`config.mk`:
```
export PLATFORM = sky130hd
export DESIGN_NAME = gray_bcd_display_mux
export DESIGN_NICKNAME = d
export VERILOG_FILES = /design/src/rtl/gray_disp_pkg.sv /design/src/rtl/bin2bcd_seq.sv /design/src/rtl/gray_bcd_display_mux.sv
export SDC_FILE = /design/constraint.sdc
export NUM_CORES = 1
export LEC_CHECK = 0
export ABC_CLOCK_PERIOD_IN_PS = 2000
export BUFFER_PORTS_ARGS = -buffer_cell sky130_fd_sc_hd__buf_2
export CORE_AREA = 3 3 116 118
export CTS_BUF_LIST = sky130_fd_sc_hd__clkbuf_2 sky130_fd_sc_hd__clkbuf_4 sky130_fd_sc_hd__clkbuf_8
export CTS_CLUSTER_SIZE = 25
export DETAILED_ROUTE_END_ITERATION = 12
export DIE_AREA = 0 0 119 121
export PLACE_DENSITY = 0.65
export SLEW_MARGIN = 10
export SYNTH_ARGS = -nofsm -noshare
export SYNTH_HDL_FRONTEND = slang
export SYNTH_SLANG_ARGS = --single-unit
```
`constraint.sdc`:
```
create_clock -name clk_pi -period 2 [get_ports clk_pi]
set_input_delay 0.2 -clock clk_pi [delete_from_list [all_inputs] [get_ports clk_pi]]
set_output_delay 0.2 -clock clk_pi [all_outputs]
set_load 0.01 [all_outputs]
```
`src/rtl/gray_disp_pkg.sv`:
```
// Shared types and helpers for the Gray/BCD display driver.
//   bcd_state_t : BCD engine FSM states (IDLE, SHIFT, DONE)
//   SEG_BLANK   : all segments off (active-low)
//   seg7()      : BCD nibble -> active-low {g,f,e,d,c,b,a} pattern, blank for codes > 9
//   gray2bin()  : Gray -> binary for a word of width w (w <= 16), bits >= w ignored
//   digits_fit(): true when DIGITS decimal digits can hold 2^GRAY_W-1
package gray_disp_pkg;

    typedef enum logic [1:0] {
        IDLE  = 2'd0,
        SHIFT = 2'd1,
        DONE  = 2'd2
    } bcd_state_t;

    localparam logic [6:0] SEG_BLANK = 7'b1111111;

    function automatic logic [6:0] seg7(input logic [3:0] nib);
        logic [6:0] seg;
        case (nib)
            4'd0:    seg = 7'b1000000;
            4'd1:    seg = 7'b1111001;
            4'd2:    seg = 7'b0100100;
            4'd3:    seg = 7'b0110000;
            4'd4:    seg = 7'b0011001;
            4'd5:    seg = 7'b0010010;
            4'd6:    seg = 7'b0000010;
            4'd7:    seg = 7'b1111000;
            4'd8:    seg = 7'b0000000;
            4'd9:    seg = 7'b0010000;
            default: seg = SEG_BLANK;
        endcase
        return seg;
    endfunction

    // Binary bit i is the XOR of all Gray bits from i upwards; the log-step
    // shift/XOR ladder builds that suffix parity for every bit at once.
    function automatic logic [15:0] gray2bin(input logic [15:0] g, input int w);
        logic [15:0] b;
        b = g;
        for (int i = 0; i < 16; i++) begin
            if (i >= w) b[i] = 1'b0;
        end
        for (int s = 1; s < 16; s = s * 2) begin
            b = b ^ (b >> s);
        end
        return b;
    endfunction

    function automatic bit digits_fit(input int gray_w, input int digits);
        logic [63:0] p10;
        p10 = 64'd1;
        for (int i = 0; i < digits && i < 19; i++) begin
            p10 = p10 * 64'd10;
        end
        return p10 > ((64'd1 << gray_w) - 64'd1);
    endfunction

endpackage

```
`src/rtl/bin2bcd_seq.sv`:
```
// Sequential double-dabble binary -> BCD converter.
//   clk, rst_n : clock, asynchronous active-low reset
//   start      : conversion request, bin is sampled when it is taken
//   bin        : binary value to convert
//   busy       : high from the load of a value until its result has been offered
//   done       : high for the single cycle the result on bcd is final (state DONE)
//   bcd        : DIGITS packed BCD nibbles, digit 0 in the low nibble
//   state      : current FSM state
//
// Handshake: start behaves as valid, and the engine is ready whenever it is
// not in SHIFT (IDLE or DONE). A request is taken on a clock edge where start=1
// and state!=SHIFT; the requester must hold start until then. A request taken
// in DONE restarts immediately, so back-to-back conversions need no IDLE cycle.
module bin2bcd_seq
    import gray_disp_pkg::*;
#(
    parameter int GRAY_W = 8,
    parameter int DIGITS = 3
) (
    input  logic                clk,
    input  logic                rst_n,
    input  logic                start,
    input  logic [GRAY_W-1:0]   bin,
    output logic                busy,
    output logic                done,
    output logic [DIGITS*4-1:0] bcd,
    output bcd_state_t          state
);

    localparam int BCD_W  = DIGITS * 4;
    localparam int SR_W   = BCD_W + GRAY_W;
    localparam int ITER_W = $clog2(GRAY_W);
    localparam logic [ITER_W-1:0] ITER_LAST = ITER_W'(GRAY_W - 1);

    logic [SR_W-1:0]   sr;
    logic [SR_W-1:0]   sr_adj;
    logic [SR_W-1:0]   sr_shift;
    logic [ITER_W-1:0] iter;

    // Add-3 correction on every BCD nibble that would overflow past 9 after the shift.
    always_comb begin
        sr_adj = sr;
        for (int d = 0; d < DIGITS; d++) begin
            if (sr[GRAY_W + 4*d +: 4] >= 4'd5) begin
                sr_adj[GRAY_W + 4*d +: 4] = sr[GRAY_W + 4*d +: 4] + 4'd3;
            end
        end
        sr_shift = {sr_adj[SR_W-2:0], 1'b0};
    end

    always_ff @(posedge clk or negedge rst_n) begin
        if (!rst_n) begin
            state <= IDLE;
            sr    <= '0;
            iter  <= '0;
            busy  <= 1'b0;
        end else begin
            case (state)
                IDLE: begin
                    if (start) begin
                        sr    <= {{BCD_W{1'b0}}, bin};
                        iter  <= '0;
                        busy  <= 1'b1;
                        state <= SHIFT;
                    end
                end
                SHIFT: begin
                    sr <= sr_shift;
                    if (iter == ITER_LAST) begin
                        state <= DONE;
                    end else begin
                        iter <= iter + ITER_W'(1);
                    end
                end
                DONE: begin
                    if (start) begin
                        sr    <= {{BCD_W{1'b0}}, bin};
                        iter  <= '0;
                        busy  <= 1'b1;
                        state <= SHIFT;
                    end else begin
                        busy  <= 1'b0;
                        state <= IDLE;
                    end
                end
                default: state <= IDLE;
            endcase
        end
    end

    assign done = (state == DONE);
    assign bcd  = sr[SR_W-1 -: BCD_W];

endmodule

```
`src/rtl/gray_bcd_display_mux.sv`:
```
// Gray/binary switch decoder with multiplexed 7-segment decimal display.
//   clk_pi          : system clock
//   rst_pi          : asynchronous active-low reset
//   gray_code_pi    : raw switch word (asynchronous)
//   mode_pi         : 0 = Gray input, 1 = plain binary (asynchronous)
//   lzb_pi          : 1 = blank leading zero digits (quasi-static)
//   anode_po        : one-hot-low digit enables
//   cathode_po      : active-low segments {g,f,e,d,c,b,a}
//   led_bin_code_po : last accepted binary value
//   valid_po        : one-cycle pulse when a new BCD value reaches the display
//   busy_po         : BCD conversion in progress
module gray_bcd_display_mux
    import gray_disp_pkg::*;
#(
    parameter int GRAY_W     = 8,
    parameter int DIGITS     = 3,
    parameter int REFRESH_W  = 16,
    parameter int STABLE_CYC = 4
) (
    input  logic              clk_pi,
    input  logic              rst_pi,
    input  logic [GRAY_W-1:0] gray_code_pi,
    input  logic              mode_pi,
    input  logic              lzb_pi,
    output logic [DIGITS-1:0] anode_po,
    output logic [6:0]        cathode_po,
    output logic [GRAY_W-1:0] led_bin_code_po,
    output logic              valid_po,
    output logic              busy_po
);

    generate
        if (GRAY_W < 2 || GRAY_W > 16) begin : g_bad_gray_w
            $fatal(1, "gray_bcd_display_mux: GRAY_W must be in 2..16");
        end
        if (!digits_fit(GRAY_W, DIGITS)) begin : g_bad_digits
            $fatal(1, "gray_bcd_display_mux: DIGITS too small for GRAY_W");
        end
        if (STABLE_CYC < 1) begin : g_bad_stable
            $fatal(1, "gray_bcd_display_mux: STABLE_CYC must be >= 1");
        end
    endgenerate

    localparam int W     = GRAY_W + 1;   // {mode, code}
    localparam int CNT_W = (STABLE_CYC > 1) ? $clog2(STABLE_CYC) : 1;
    localparam int IDX_W = (DIGITS > 1) ? $clog2(DIGITS) : 1;
    localparam logic [CNT_W-1:0] CNT_LAST = CNT_W'(STABLE_CYC - 1);
    localparam logic [IDX_W-1:0] IDX_LAST = IDX_W'(DIGITS - 1);

    // Input path
    logic [W-1:0]      sync1, sync2, prev_w, last_w;
    logic [CNT_W-1:0]  cnt, cnt_next;
    logic              accept;
    logic [GRAY_W-1:0] accept_val;
    logic              accept_q;
    logic              pending;

    // BCD engine
    logic                eng_start, eng_take;
    logic                eng_busy, eng_done;
    logic [DIGITS*4-1:0] eng_bcd;
    bcd_state_t          eng_state;

    // Display
    logic [DIGITS*4-1:0] bcd_disp;
    logic [REFRESH_W-1:0] refresh;
    logic [IDX_W-1:0]    idx;
    logic [DIGITS-1:0]   anode_next;
    logic [6:0]          cathode_next;
    logic [3:0]          cur_nib;
    logic                lead_zero;

    // Acceptance fires on the edge where the run of equal samples reaches
    // STABLE_CYC; the saturated count cannot re-fire because last_w then matches.
    always_comb begin
        cnt_next = '0;
        if (sync2 == prev_w) begin
            cnt_next = (cnt == CNT_LAST) ? cnt : cnt + CNT_W'(1);
        end
        accept     = (cnt_next == CNT_LAST) && (sync2 != last_w);
        accept_val = sync2[GRAY_W] ? sync2[GRAY_W-1:0]
                                   : GRAY_W'(gray2bin(16'(sync2[GRAY_W-1:0]), GRAY_W));
    end

    // A fresh acceptance or a parked one asks for a conversion; only the newest
    // led value matters, so one pending bit is enough.
    assign eng_start = accept_q | pending;
    assign eng_take  = eng_start && (eng_state != SHIFT);

    bin2bcd_seq #(
        .GRAY_W (GRAY_W),
        .DIGITS (DIGITS)
    ) u_bcd (
        .clk   (clk_pi),
        .rst_n (rst_pi),
        .start (eng_start),
        .bin   (led_bin_code_po),
        .busy  (eng_busy),
        .done  (eng_done),
        .bcd   (eng_bcd),
        .state (eng_state)
    );

    always_comb begin
        anode_next = '1;
        cur_nib    = '0;
        lead_zero  = 1'b1;
        for (int d = 0; d < DIGITS; d++) begin
            if (idx == IDX_W'(d)) begin
                anode_next[d] = 1'b0;
                cur_nib       = bcd_disp[4*d +: 4];
            end
            if (d >= int'(idx) && bcd_disp[4*d +: 4] != 4'd0) begin
                lead_zero = 1'b0;
            end
        end
        cathode_next = (lzb_pi && idx != '0 && lead_zero) ? SEG_BLANK : seg7(cur_nib);
    end

    always_ff @(posedge clk_pi or negedge rst_pi) begin
        if (!rst_pi) begin
            sync1           <= '0;
            sync2           <= '0;
            prev_w          <= '0;
            cnt             <= '0;
            last_w          <= '0;
            led_bin_code_po <= '0;
            accept_q        <= 1'b0;
            pending         <= 1'b0;
            bcd_disp        <= '0;
            valid_po        <= 1'b0;
            refresh         <= '0;
            idx             <= '0;
            anode_po        <= '1;
            cathode_po      <= SEG_BLANK;
        end else begin
            sync1    <= {mode_pi, gray_code_pi};
            sync2    <= sync1;
            prev_w   <= sync2;
            cnt      <= cnt_next;
            accept_q <= accept;
            if (accept) begin
                last_w          <= sync2;
                led_bin_code_po <= accept_val;
            end
            pending  <= eng_start && !eng_take;
            valid_po <= eng_done;
            if (eng_done) begin
                bcd_disp <= eng_bcd;
            end
            refresh <= refresh + REFRESH_W'(1);
            if (&refresh) begin
                idx <= (idx == IDX_LAST) ? '0 : idx + IDX_W'(1);
            end
            anode_po   <= anode_next;
            cathode_po <= cathode_next;
        end
    end

    assign busy_po = eng_busy;

endmodule

```
Word level (Yosys, flattened, before mapping) --
Memory sizes are Yosys's and may differ from the RTL's. Cells that the tools add are included.
Cells by class: add/subtract/negate cells 7, order comparisons 6, eq/ne operators 14, muxes and demuxes 29, bitwise operators 5, reductions and logical operators 23
Operators with widths (number):
- $pmux W20 S2 | 1
- $mux W20 | 1
- $mux W4 | 5
- $add A16 B1 Y16 const B | 1
- $reduce_and A16 Y1 | 1
- $ge A4 B3 Y1 const B | 3
- $reduce_bool A4 Y1 | 3
- $mux W2 | 5
- $eq A9 B9 Y1 | 1
- $mux W1 | 9
- $mux W3 | 3
- $ne A9 B9 Y1 | 1
- $add A4 B2 Y4 const B | 2
- $eq A2 B2 Y1 const B | 4
- $logic_and A1 B1 Y1 | 8
- $mux W8 | 1
- $xor A8 B1 Y8 const B | 1
- $xor A8 B4 Y8 | 1
- $xor A8 B6 Y8 | 1
- $xor A8 B7 Y8 | 1
- $mux W7 | 1
- $ne A2 B1 Y1 const B | 3
- $pmux W2 S3 | 1
- $pmux W3 S2 | 1
- other kinds (16) | 25
Word-level totals: register bits after elaboration 115, ROM bits 112, bits of input ports 12, output and inout bits 20, logic and storage cells 103, memories 1
Memory list:
- (name not given) | depth 16, bits a word 7, read ports 1, clocked after memory_dff 0, wr ports 0, RTL line gray_disp_pkg.sv:19 | case (nib)

Logic depth before layout (Yosys ltp) --
Gate-level depths: netlist (run 1).
depth after elaboration 7, mapped depth 8, depth with buffers taken out 7

Hierarchy --
A second synthesis (run 1) with hierarchy kept.
Second synthesis, totals: cells, all modules 406, area total of the unflattened synthesis 5042.3 sq um
Modules (own cells, without submodules):
- gray_bcd_display_mux | instances 1, cells each 267, area each 3567.2 sq um, sequential area each 2214.6 sq um
- bin2bcd_seq | instances 1, cells each 139, area each 1475.2 sq um, sequential area each 650.6 sq um

Least setup slack after synthesis (run 1) --
OpenSTA, ideal clock, no wires.
path kind reg2reg, from register sync2[3], to register last_w[4], library setup time 125 ps, arrival time 1898 ps, required time 1875 ps, slack -23 ps, stages on the path, launching flop included 9, buffers on the path 3, clock period less this slack 2023 ps, cells stage by stage dfrtp_1 > buf_6 > xor2_2 > nor4_4 > nand4_2 > or2_1 > buf_6 > buf_12 > mux2_4
Between the ends: cells in the longest elaborated chain, start to end 4, elaborated cells on any way between the ends 5, those cells by class 3 x eq/ne; 1 x mux; 1 x reduce/logical
Ends and longest elaborated chain:
- start: declaration | RTL line gray_bcd_display_mux.sv:51 | logic [W-1:0] sync1, sync2, prev_w, last_w;
- start signal: assignment | RTL line gray_bcd_display_mux.sv:138 | sync2 <= sync1;
- $eq A9 B9 Y1 | RTL line gray_bcd_display_mux.sv:77 | if (sync2 == prev_w) begin
- $mux W2 | RTL line gray_bcd_display_mux.sv:77
- $eq A2 B2 Y1 | RTL line gray_bcd_display_mux.sv:80 | accept = (cnt_next == CNT_LAST) && (sync2 != last_w);
- $logic_and A1 B1 Y1 (*) | RTL line gray_bcd_display_mux.sv:80
- end signal: assignment | RTL line gray_bcd_display_mux.sv:143 | last_w <= sync2;
- end: declaration | RTL line gray_bcd_display_mux.sv:51
Every way passes the cells marked *; elsewhere a longest branch is shown, timed or not. A chain may end at the register's enable or synchronous reset.

Worst setup path after layout (run 1) --
from register sync2[4], to register led_bin_code_po[0]
Between the ends: cells in the longest elaborated chain, start to end 5, elaborated cells on any way between the ends 10, those cells by class 3 x eq/ne; 2 x mux; 4 x bitwise; 1 x reduce/logical
Ends and longest elaborated chain:
- branches (longest 5 deep; another with $eq A9 B9 Y1)
- end signal: assignment | RTL line gray_bcd_display_mux.sv:144 | led_bin_code_po <= accept_val;
- end: declaration | RTL line gray_bcd_display_mux.sv:27 | output logic [GRAY_W-1:0] led_bin_code_po,
Several ways; the timed one is not identified.

==> impl_metrics.ini, run 1 <==
[cells_and_area]
multiInputGateArea_sq_um = 1970
final_cell_mix = dfrtp_1, nand2_1, buf_2
num-nets-final = 497
diodes = 0
seqCellArea_sq_um = 2870
final_common_cell = dfrtp_1
drive_above_1_share = 0.275
fill_cells = 1134
fin_util = 0.475
instances_no_fill = 659
syn_to_final_growth_pct = 20.2

[floorplanning]
core_sq_um = 12600
ioPinCount = 32
rows = 41
dieWidth_microns = 119
initial_core_util = 0.396
die_h_microns = 121
dieArea_sq_um = 14400

[placed_design]
dp_cells = 614
portBuffers = 31
gp_routability_congestion = 0.806
place_ws_ns = 0.00344
hpwl_microns = 5960

[setup_path]
worstPathRequired_ns = 2.31
start_kind = flip-flop
cp-end-kind = flip-flop
crit_chain = xor3_4 -> xnor3_1 -> o21ai_1 -> o31ai_1 -> mux2_2
startpoint = sync2[4]
crit_fanout = 6
cpMaxStageDelayCell = xor3_4
worstReg2RegStart = sync2[4]
worstRegToRegCells = 5
worstPathArrival_ns = 2.26
crit_type = reg -> reg
setup.worst_path.end = led_bin_code_po[0]
rrSetupSlack_ns = 0.05
worst_r2r_endpoint = led_bin_code_po[0]
crit_path_max_incr_delay_ns = 0.53

[clocking]
cts-root-buf = clkbuf_8
cts-htree-levels = 4
cts_buffers = 17
cts.sinks = 114
cts_tree = yes
clk_pin_slew_worst_paths_ns = 0.06
cts_buffer_depth = 2
clkLatencyLatePin_ns = 0.42

[sta]
finalSetupViolations = 0
fmax_mhz = 512
max_slew_margin = 0.612
setup_tns_ns = 0
fin_crit_sh = 0.976
tightest_slew_ns = 0.581
rsz0062_at_grt = true
timing.final.ws_setup_ns = 0.0485
final-hold-violation-count = 0
layout_min_cycle_time_ns = 1.95
finalMaxSlewViolations = 0
final.setup_skew_ns = 0.00603

[detailed_routing]
final_antenna_net_count = 0
wl_per_cell_microns = 13.0
first_pass_iters = 5
remaining_drc_errors = 0
totalWireLength_microns = 8580
dr.first_iter.drc_count = 136
vias_per_cell = 4.67
num_vias = 3079

[global_route]
grt_use_total = 0.132
grt_pass1_wl_microns = 14900
grt_remaining_overflow = 0
grt_pass1_vias = 3092
antenna_found_initial = 0
grt_max_degree = 50

[synthesis]
ys_ff_latch = 114
avgSynthCellArea_sq_um = 12.1
synth-seq-area-share = 0.576
synth_edf_count = 0
yosysUniqueCellTypes = 46
yosys_most_used_dff = dfrtp_1
synthesis.nets = 433
synthCells = 411
synthesis.area_sq_um = 4970
ys_warn_count = 0
async_reset_ff_frac = 1.00

[pwr]
irDropWorstVdd_mv = 0.691
power.switching_w = 0.000983
p_clk_frac = 0.439
leakage_nw = 2.86
power_density_nw_per_um2 = 774
p_seq_frac = 0.510
p_sw_frac = 0.213
combPwrFrac = 0.051
power.internal_w = 0.00364

[outcome]
status = complete, no violations

[worst_hold_path]
hold_path.class = in -> reg

[run]
cap_violations = 0
[synth_stat cells, types with 2 or more instances]
library cell | n | area, sq um
o32ai_1 | 2 | 17.5
nor2_1 | 26 | 97.6
nand2b_1 | 6 | 37.5
xnor2_1 | 27 | 236
o21ai_0 | 26 | 130
dfstp_2 | 10 | 263
buf_2 | 5 | 25.0
xor2_1 | 20 | 175
nand2_1 | 36 | 135
o22ai_1 | 6 | 37.5
or4_1 | 2 | 15.0
nor2b_1 | 3 | 18.8
clkbuf_1 | 11 | 41.3
nand4_1 | 4 | 25.0
and4_1 | 2 | 17.5
and2_1 | 3 | 18.8
nor3_1 | 7 | 35.0
a21oi_1 | 11 | 55.1
inv_1 | 16 | 60.1
nand3_1 | 10 | 50.1
buf_6 | 2 | 22.5
mux2_4 | 10 | 150
o31ai_1 | 2 | 15.0
xnor3_1 | 2 | 45.0
o2bb2ai_1 | 3 | 26.3
ha_1 | 10 | 125
and3_1 | 2 | 12.5
a22o_1 | 2 | 17.5
mux2i_1 | 13 | 130
dfrtp_1 | 104 | 2600
mux2_2 | 13 | 146
[layer usage]
metal  up-vias  routed length [microns]  global-route usage  share of wire
met5         -                        0                   0              0
met4         0                      198              0.0739          0.023
met3        18                      290              0.0350          0.034
met2        58                     4120               0.211           0.48
met1      1483                     3970               0.162           0.46
li1       1520                        -                   -              -
[logic make-up (layout without fill, tap and decap cells)]
group,after synthesis,in the layout,synth area share
muxes,36,36,0.0858
AOI/OAI and AO/OA,57,57,0.0679
DFF,114,114,0.576
adders and majority gates,10,10,0.0252
buffers and inverters,36,112,0.0355
and+or+nand+nor,106,106,0.104
xor gates and xnor gates,52,52,0.105
[what timing repair did]
| item | CTS | global route |
|---|---|---|
| pin swaps | 0 | 3 |
| setup endpoints to repair | 3 | 16 |
| buffers inserted | 0 | 4 |
| resized for setup | 1 | 13 |
| hold endpoints to repair | 36 | 0 |
| hold buffers | 10 | 0 |
[sequential cells by signal, indices dropped and copies added, names as in the netlist]
register         flops
accept_q             1
sync2                9
anode_po             3
last_w               9
u_bcd.busy           1
pending              1
cnt                  2
prev_w               9
bcd_disp            12
idx                  2
cathode_po           7
refresh             16
u_bcd.iter           3
valid_po             1
u_bcd.state          2
u_bcd.sr            20
led_bin_code_po      7
sync1                9
[worst max-delay path, delay by kind of cell (launching register included)]
kind	cells	cell delay, ns
xor+xnor	2	0.93
flops	1	0.43
compound gates	2	0.23
mux	1	0.27
[worst min path at each step]
stage / from / endpoint / depth (start not counted)
2_1_floorplan: rst_pi / accept_q / 0
3_3_place_gp: rst_pi / refresh[15] / 1
3_5_place_dp: rst_pi / bcd_disp[4] / 1
4_1_cts: lzb_pi / cathode_po[3] / 3
5_1_grt: lzb_pi / cathode_po[3] / 3
6_report: lzb_pi / cathode_po[3] / 3
[through the flow]
step | hold slack [ns] | instance area [sq um] | total power (W)
2_1_floorplan | -0.0956 | 4990 | 0.00252
3_3_place_gp | 0.154 | 5400 | 0.00261
3_5_place_dp | 0.163 | 5400 | 0.00261
4_1_cts | 0.169 | 5880 | 0.00469
5_1_grt | 0.210 | 5970 | 0.00484
6_report | 0.214 | 5970 | 0.00463
[area by class of cell]
class,count,share of cell area
Clock inverter,5,0.00838
Tap cell,172,0.0360
Clock buffer,26,0.0557
Multi-Input combinational cell,261,0.330
Timing Repair Buffer,65,0.0794
Sequential cell,114,0.480
Inverter,16,0.0101
[power groups by stage]
stage / Sequential, W / Combinational [W] / Clock, W
floorplan: 0.00239 / 0.000131 / 0
global placement: 0.00240 / 0.000205 / 0
detailed placement: 0.00240 / 0.000208 / 0
CTS: 0.00236 / 0.000224 / 0.00210
global route: 0.00236 / 0.000263 / 0.00222
finish: 0.00236 / 0.000236 / 0.00203
Power figures use the tool's default switching activity.
==> run 2, diff against run 1 <==
--- a/config.mk
+++ b/config.mk
@@ -5,14 +5,14 @@
 export SDC_FILE = /design/constraint.sdc
 export NUM_CORES = 1
 export LEC_CHECK = 0
-export ABC_CLOCK_PERIOD_IN_PS = 2000
+export ABC_CLOCK_PERIOD_IN_PS = 1900
 export BUFFER_PORTS_ARGS = -buffer_cell sky130_fd_sc_hd__buf_2
 export CORE_AREA = 3 3 116 118
 export CTS_BUF_LIST = sky130_fd_sc_hd__clkbuf_2 sky130_fd_sc_hd__clkbuf_4 sky130_fd_sc_hd__clkbuf_8
 export CTS_CLUSTER_SIZE = 25
 export DETAILED_ROUTE_END_ITERATION = 12
 export DIE_AREA = 0 0 119 121
-export PLACE_DENSITY = 0.65
+export PLACE_DENSITY = 0.63
 export SLEW_MARGIN = 10
 export SYNTH_ARGS = -nofsm -noshare
 export SYNTH_HDL_FRONTEND = slang
==> constraint.sdc (replaced) <==
create_clock -name clk_pi -period 1.9 [get_ports clk_pi]
set_input_delay 0.19 -clock clk_pi [delete_from_list [all_inputs] [get_ports clk_pi]]
set_output_delay 0.19 -clock clk_pi [all_outputs]
set_load 0.01 [all_outputs]
==> run 2 against run 1 <==
Critical path depth grew 1. Utilization grew 1.4 points. Worst hold slack lost 0.0058 ns. Via count grew 2.2%. Maximum frequency grew 2.8%. Cell count grew 1.2%. Combinational power grew 20%. Non-clock buffer count grew 9. Critical path type unchanged.
==> impl_metrics.ini, run 2 (synthesis results as in run 1) <==
[worst_hold_path]
hold_depth = 3
hold_path.class = in -> reg
hold_start = lzb_pi
hold_end = cathode_po[3]

[cells_and_area]
num-nets-final = 506
syn_to_final_growth_pct = 23.6
diodes = 0
largest_reg_flops = 20
fin_area_sq_um = 6140
reg.largest.list = u_bcd.sr x20, refresh x16, bcd_disp x12
fin_util = 0.489
drive_above_1_share = 0.295
final_common_cell = dfrtp_1
top_register = u_bcd.sr
final_cell_mix = dfrtp_1, nand2_1, buf_2

[floorplanning]
dieWidth_microns = 119
initial_core_util = 0.396
dieArea_sq_um = 14400
ioPinCount = 32
die_h_microns = 121
rows = 41
core_sq_um = 12600

[run]
cap_violations = 0

[clocking]
cts_buffer_depth = 2
clkLatencyLatePin_ns = 0.43
cts-htree-levels = 4
cts_buffers = 17
cts.sinks = 114
cts_tree = yes
clk_pin_slew_worst_paths_ns = 0.06
cts-root-buf = clkbuf_8

[placed_design]
portBuffers = 31
gp_routability_congestion = 0.812
post_dp_cell_area_sq_um = 5480
hpwl_microns = 5860

[sta]
layout_min_cycle_time_ns = 1.90
fin_crit_sh = 0.999
finalSetupViolations = 0
finalMaxSlewViolations = 0
final.setup_skew_ns = 0.00812
final-hold-violation-count = 0
max_slew_margin = 0.536
rsz0062_at_grt = true
fmax_mhz = 527
setup_tns_ns = 0
tightest_slew_ns = 0.697

[detailed_routing]
routed-wl-met2_microns = 4240
final_antenna_net_count = 0
dr.first_iter.drc_count = 195
dr_wl_met3_microns = 312
top_layer_used = met4
first_pass_iters = 4
remaining_drc_errors = 0
num_vias = 3148
wl_met1_microns = 3840
vias_per_cell = 4.72
totalWireLength_microns = 8520
wl_per_cell_microns = 12.8

[setup_path]
cpMaxStageDelayCell = dfrtp_2
crit_chain = xor2_2 -> nor4_4 -> nand4_2 -> or2_4 -> buf_12 -> mux2_4
crit_path_max_incr_delay_ns = 0.43
worstPathArrival_ns = 2.20
worstRegToRegCells = 6
rrSetupSlack_ns = 0.002
start_kind = flip-flop
worstReg2RegStart = sync2[3]
worstPathRequired_ns = 2.21
worst_r2r_endpoint = last_w[7]
crit_buf_inv = 1
cp-end-kind = flip-flop
cp_top_family = simple AND/OR/NAND/NOR gates
crit_type = reg -> reg
crit_fanout = 9

[global_route]
grt_remaining_overflow = 0
antenna_found_initial = 0
grt_max_degree = 54
grt_pass1_wl_microns = 14700
grt_pass1_vias = 3150
grt_use_total = 0.128

[pwr]
power_density_nw_per_um2 = 843
irDropWorstVdd_mv = 0.604
leakage_nw = 2.95

[outcome]
status = complete, no violations
-- run 2: cell count changes in the layout (fill, tap and decap cells not counted), sizes merged --
| cell | change |
|---|---|
| buf | +9 |
| bufinv | +2 |
| clkinv | -3 |
-- run 2: final cells by class --
cell class	count	area, sq um
repair buffers	74	554
clock inverters	4	95.1
fillers	1097	6420
flip-flops and latches	114	2870
clock buffers	26	339
multi-input cells	261	2010
inverters	16	60.1
well taps	172	215
-- run 2: power breakdown --
group	switching [W]	internal (W)	leakage, nW
Sequential	0.0000206	0.00246	1.48
Combinational	0.000134	0.000149	1.25
Clock	0.000879	0.00154	0.225
-- run 2: metrics by stage --
stage / cells / setup slack (ns) / hold WS, ns / total power (W)
finish: 667 / 0.00201 / 0.208 / 0.00518
global route: 667 / -0.0602 / 0.213 / 0.00541
CTS: 664 / 0.00339 / 0.181 / 0.00523
detailed placement: 621 / -0.0762 / 0.145 / 0.00276
global placement: 621 / -0.00389 / 0.143 / 0.00276
floorplan: 411 / -0.0949 / -0.106 / 0.00265
-- run 2: how the worst max path moves through the flow --
stage | cells past startpoint | to | start
after floorplan | 8 | last_w[4] | sync2[4]
after global placement | 7 | last_w[3] | sync2[4]
after detailed placement | 7 | last_w[3] | sync2[4]
after CTS | 6 | led_bin_code_po[0] | sync2[6]
after global routing | 6 | led_bin_code_po[2] | sync2[6]
final | 6 | last_w[7] | sync2[3]
-- run 2: timing repair --
action,4_1_cts,5_1_grt
resized for setup,4,15
setup endpoints to repair,14,21
endpoints found under the hold margin,37,0
pin swaps,4,2
setup buffers,3,3
hold buffers,10,0
-- run 2: routing by layer --
layer / up-vias / track usage
met5: - / 0
met4: 0 / 0.0529
met3: 11 / 0.0466
met2: 52 / 0.205
met1: 1554 / 0.158
li1: 1531 / -
-- run 2: tightest hold or removal path, stage by stage --
cell and delay (ns):
buf_2 0.10, o21ai_0 0.21, nand3_1 0.12
==> run 3, diff against run 2 <==
--- a/config.mk
+++ b/config.mk
@@ -7,11 +7,12 @@
 export LEC_CHECK = 0
 export ABC_CLOCK_PERIOD_IN_PS = 1900
 export BUFFER_PORTS_ARGS = -buffer_cell sky130_fd_sc_hd__buf_2
-export CORE_AREA = 3 3 116 118
+export CORE_AREA = 3 3 122 112
 export CTS_BUF_LIST = sky130_fd_sc_hd__clkbuf_2 sky130_fd_sc_hd__clkbuf_4 sky130_fd_sc_hd__clkbuf_8
+export CTS_CLUSTER_DIAMETER = 30
 export CTS_CLUSTER_SIZE = 25
 export DETAILED_ROUTE_END_ITERATION = 12
-export DIE_AREA = 0 0 119 121
+export DIE_AREA = 0 0 125 115
 export PLACE_DENSITY = 0.63
 export SLEW_MARGIN = 10
 export SYNTH_ARGS = -nofsm -noshare
==> run 3 against run 2 <==
The run now ends with setup timing left. Clock skew grew 0.0036 ns. Highest routed layer unchanged. Final area down 1.7%. Worst hold slack worse by 0.020 ns. Combinational power decreased by 9.2%.
==> impl_metrics.ini, run 3 (synthesis results as in run 1) <==
[detailed_routing]
num_vias = 3094
final_antenna_net_count = 0
wl_per_cell_microns = 13.5
totalWireLength_microns = 8830
remaining_drc_errors = 0
vias_per_cell = 4.73
dr.first_iter.drc_count = 221
first_pass_iters = 4

[outcome]
violations = setup timing
status = finished, violations left

[clocking]
cts_buffers = 17
cts_buffer_depth = 2
cts.sinks = 114
clk_pin_slew_worst_paths_ns = 0.07
clkLatencyLatePin_ns = 0.43
cts-root-buf = clkbuf_8
cts-htree-levels = 4
cts_tree = yes

[cells_and_area]
largest_reg_flops = 20
drive_above_1_share = 0.288
num-nets-final = 499
fin_area_sq_um = 6040
syn_to_final_growth_pct = 21.5
final_common_cell = dfrtp_1
diodes = 0
final_cell_mix = dfrtp_1, nand2_1, buf_2
fill_cells = 1120
top_register = u_bcd.sr
reg.largest.list = u_bcd.sr x20, refresh x16, bcd_disp x12

[setup_path]
worstRegToRegCells = 6
start_kind = flip-flop
startpoint = sync2[0]
crit_fanout = 6
worstPathArrival_ns = 2.27
crit_type = reg -> reg
worstReg2RegStart = sync2[0]
setup.worst_path.end = last_w[4]
cp-end-kind = flip-flop
worstPathRequired_ns = 2.22
rrSetupSlack_ns = -0.05
worst_r2r_endpoint = last_w[4]

[placed_design]
portBuffers = 31
hpwl_microns = 5810
post_dp_cell_area_sq_um = 5420
place_ws_ns = -0.0660
gp_routability_congestion = 0.832

[floorplanning]
rows = 39
core_sq_um = 12600
die_h_microns = 115
dieWidth_microns = 125
initial_core_util = 0.395
dieArea_sq_um = 14400
ioPinCount = 32

[worst_hold_path]
hold_path.class = in -> reg
hold_depth = 3

[sta]
finalSetupViolations = 10
final-hold-violation-count = 0
layout_min_cycle_time_ns = 1.95
rsz0062_at_grt = true
setup_tns_ns = -0.323
finalMaxSlewViolations = 0
final.setup_skew_ns = 0.0118
max_slew_margin = 0.540
fmax_mhz = 514
fin_crit_sh = 1.02
tightest_slew_ns = 0.690
timing.final.ws_setup_ns = -0.0458

[global_route]
grt_remaining_overflow = 0
grt_pass1_wl_microns = 15200
antenna_found_initial = 0
grt_max_degree = 115
grt_use_total = 0.131
grt_pass1_vias = 3212

[pwr]
leakage_nw = 2.87
irDropWorstVdd_mv = 0.466
power_density_nw_per_um2 = 827

[run]
cap_violations = 0
-- run 3: worst max-delay path: stages, from the launching register on --
cell and delay, ns:
dfrtp_1 0.41, xor2_1 0.20, nor4_4 0.33, nand4_2 0.13, or2_4 0.30, clkbuf_16 0.17
mux2_4 0.29
-- run 3: repair_timing --
action | 4_1_cts | 5_1_grt
setup buffers | 1 | 1
cloned | 0 | 1
hold buffers | 10 | 0
setup endpoints to repair | 14 | 27
endpoints found under the hold margin | 113 | 0
pin swaps | 3 | 2
gates resized for setup | 3 | 13
-- run 3: worst min path at each step --
stage	slack, ns	to	startpoint
floorplan	-0.11	accept_q	rst_pi
global placement	0.30	sync1[5]	gray_code_pi[5]
detailed placement	0.30	sync1[7]	gray_code_pi[7]
CTS	0.16	cathode_po[3]	lzb_pi
global route	0.21	cathode_po[3]	lzb_pi
finish	0.19	cathode_po[3]	lzb_pi
-- run 3: metrics by stage --
| stage | power, W | std cells | hold slack, ns | util |
|---|---|---|---|---|
| after floorplan | 0.00265 | 411 | -0.106 | - |
| after global placement | 0.00276 | 609 | 0.298 | 0.431 |
| after detailed placement | 0.00276 | 609 | 0.299 | 0.431 |
| after CTS | 0.00505 | 652 | 0.161 | 0.472 |
| after global routing | 0.00520 | 654 | 0.205 | 0.480 |
| final | 0.00500 | 654 | 0.188 | 0.480 |
-- run 3: layout make-up --
cell class,count,area (sq um),area share
timing repair buffer,67,495,0.0820
multi-input combinational,261,2010,0.333
tap,164,205,0.0340
clock buffer,20,269,0.0445
clock inverter,12,133,0.0220
inverter,16,60.1,0.00994
sequential,114,2870,0.475
-- run 3: power by group --
part	internal (W)	total, W	switching [W]
registers	0.00246	0.00248	0.0000211
clock network	0.00125	0.00226	0.00102
logic	0.000131	0.000257	0.000126
-- run 3: metal layers --
metal  GRT usage  vias up  share of wire
li1            -     1521              -
met1       0.164     1506           0.47
met2       0.211       55           0.48
met3      0.0409       12          0.038
met4      0.0549        0          0.015
met5           0        -              0
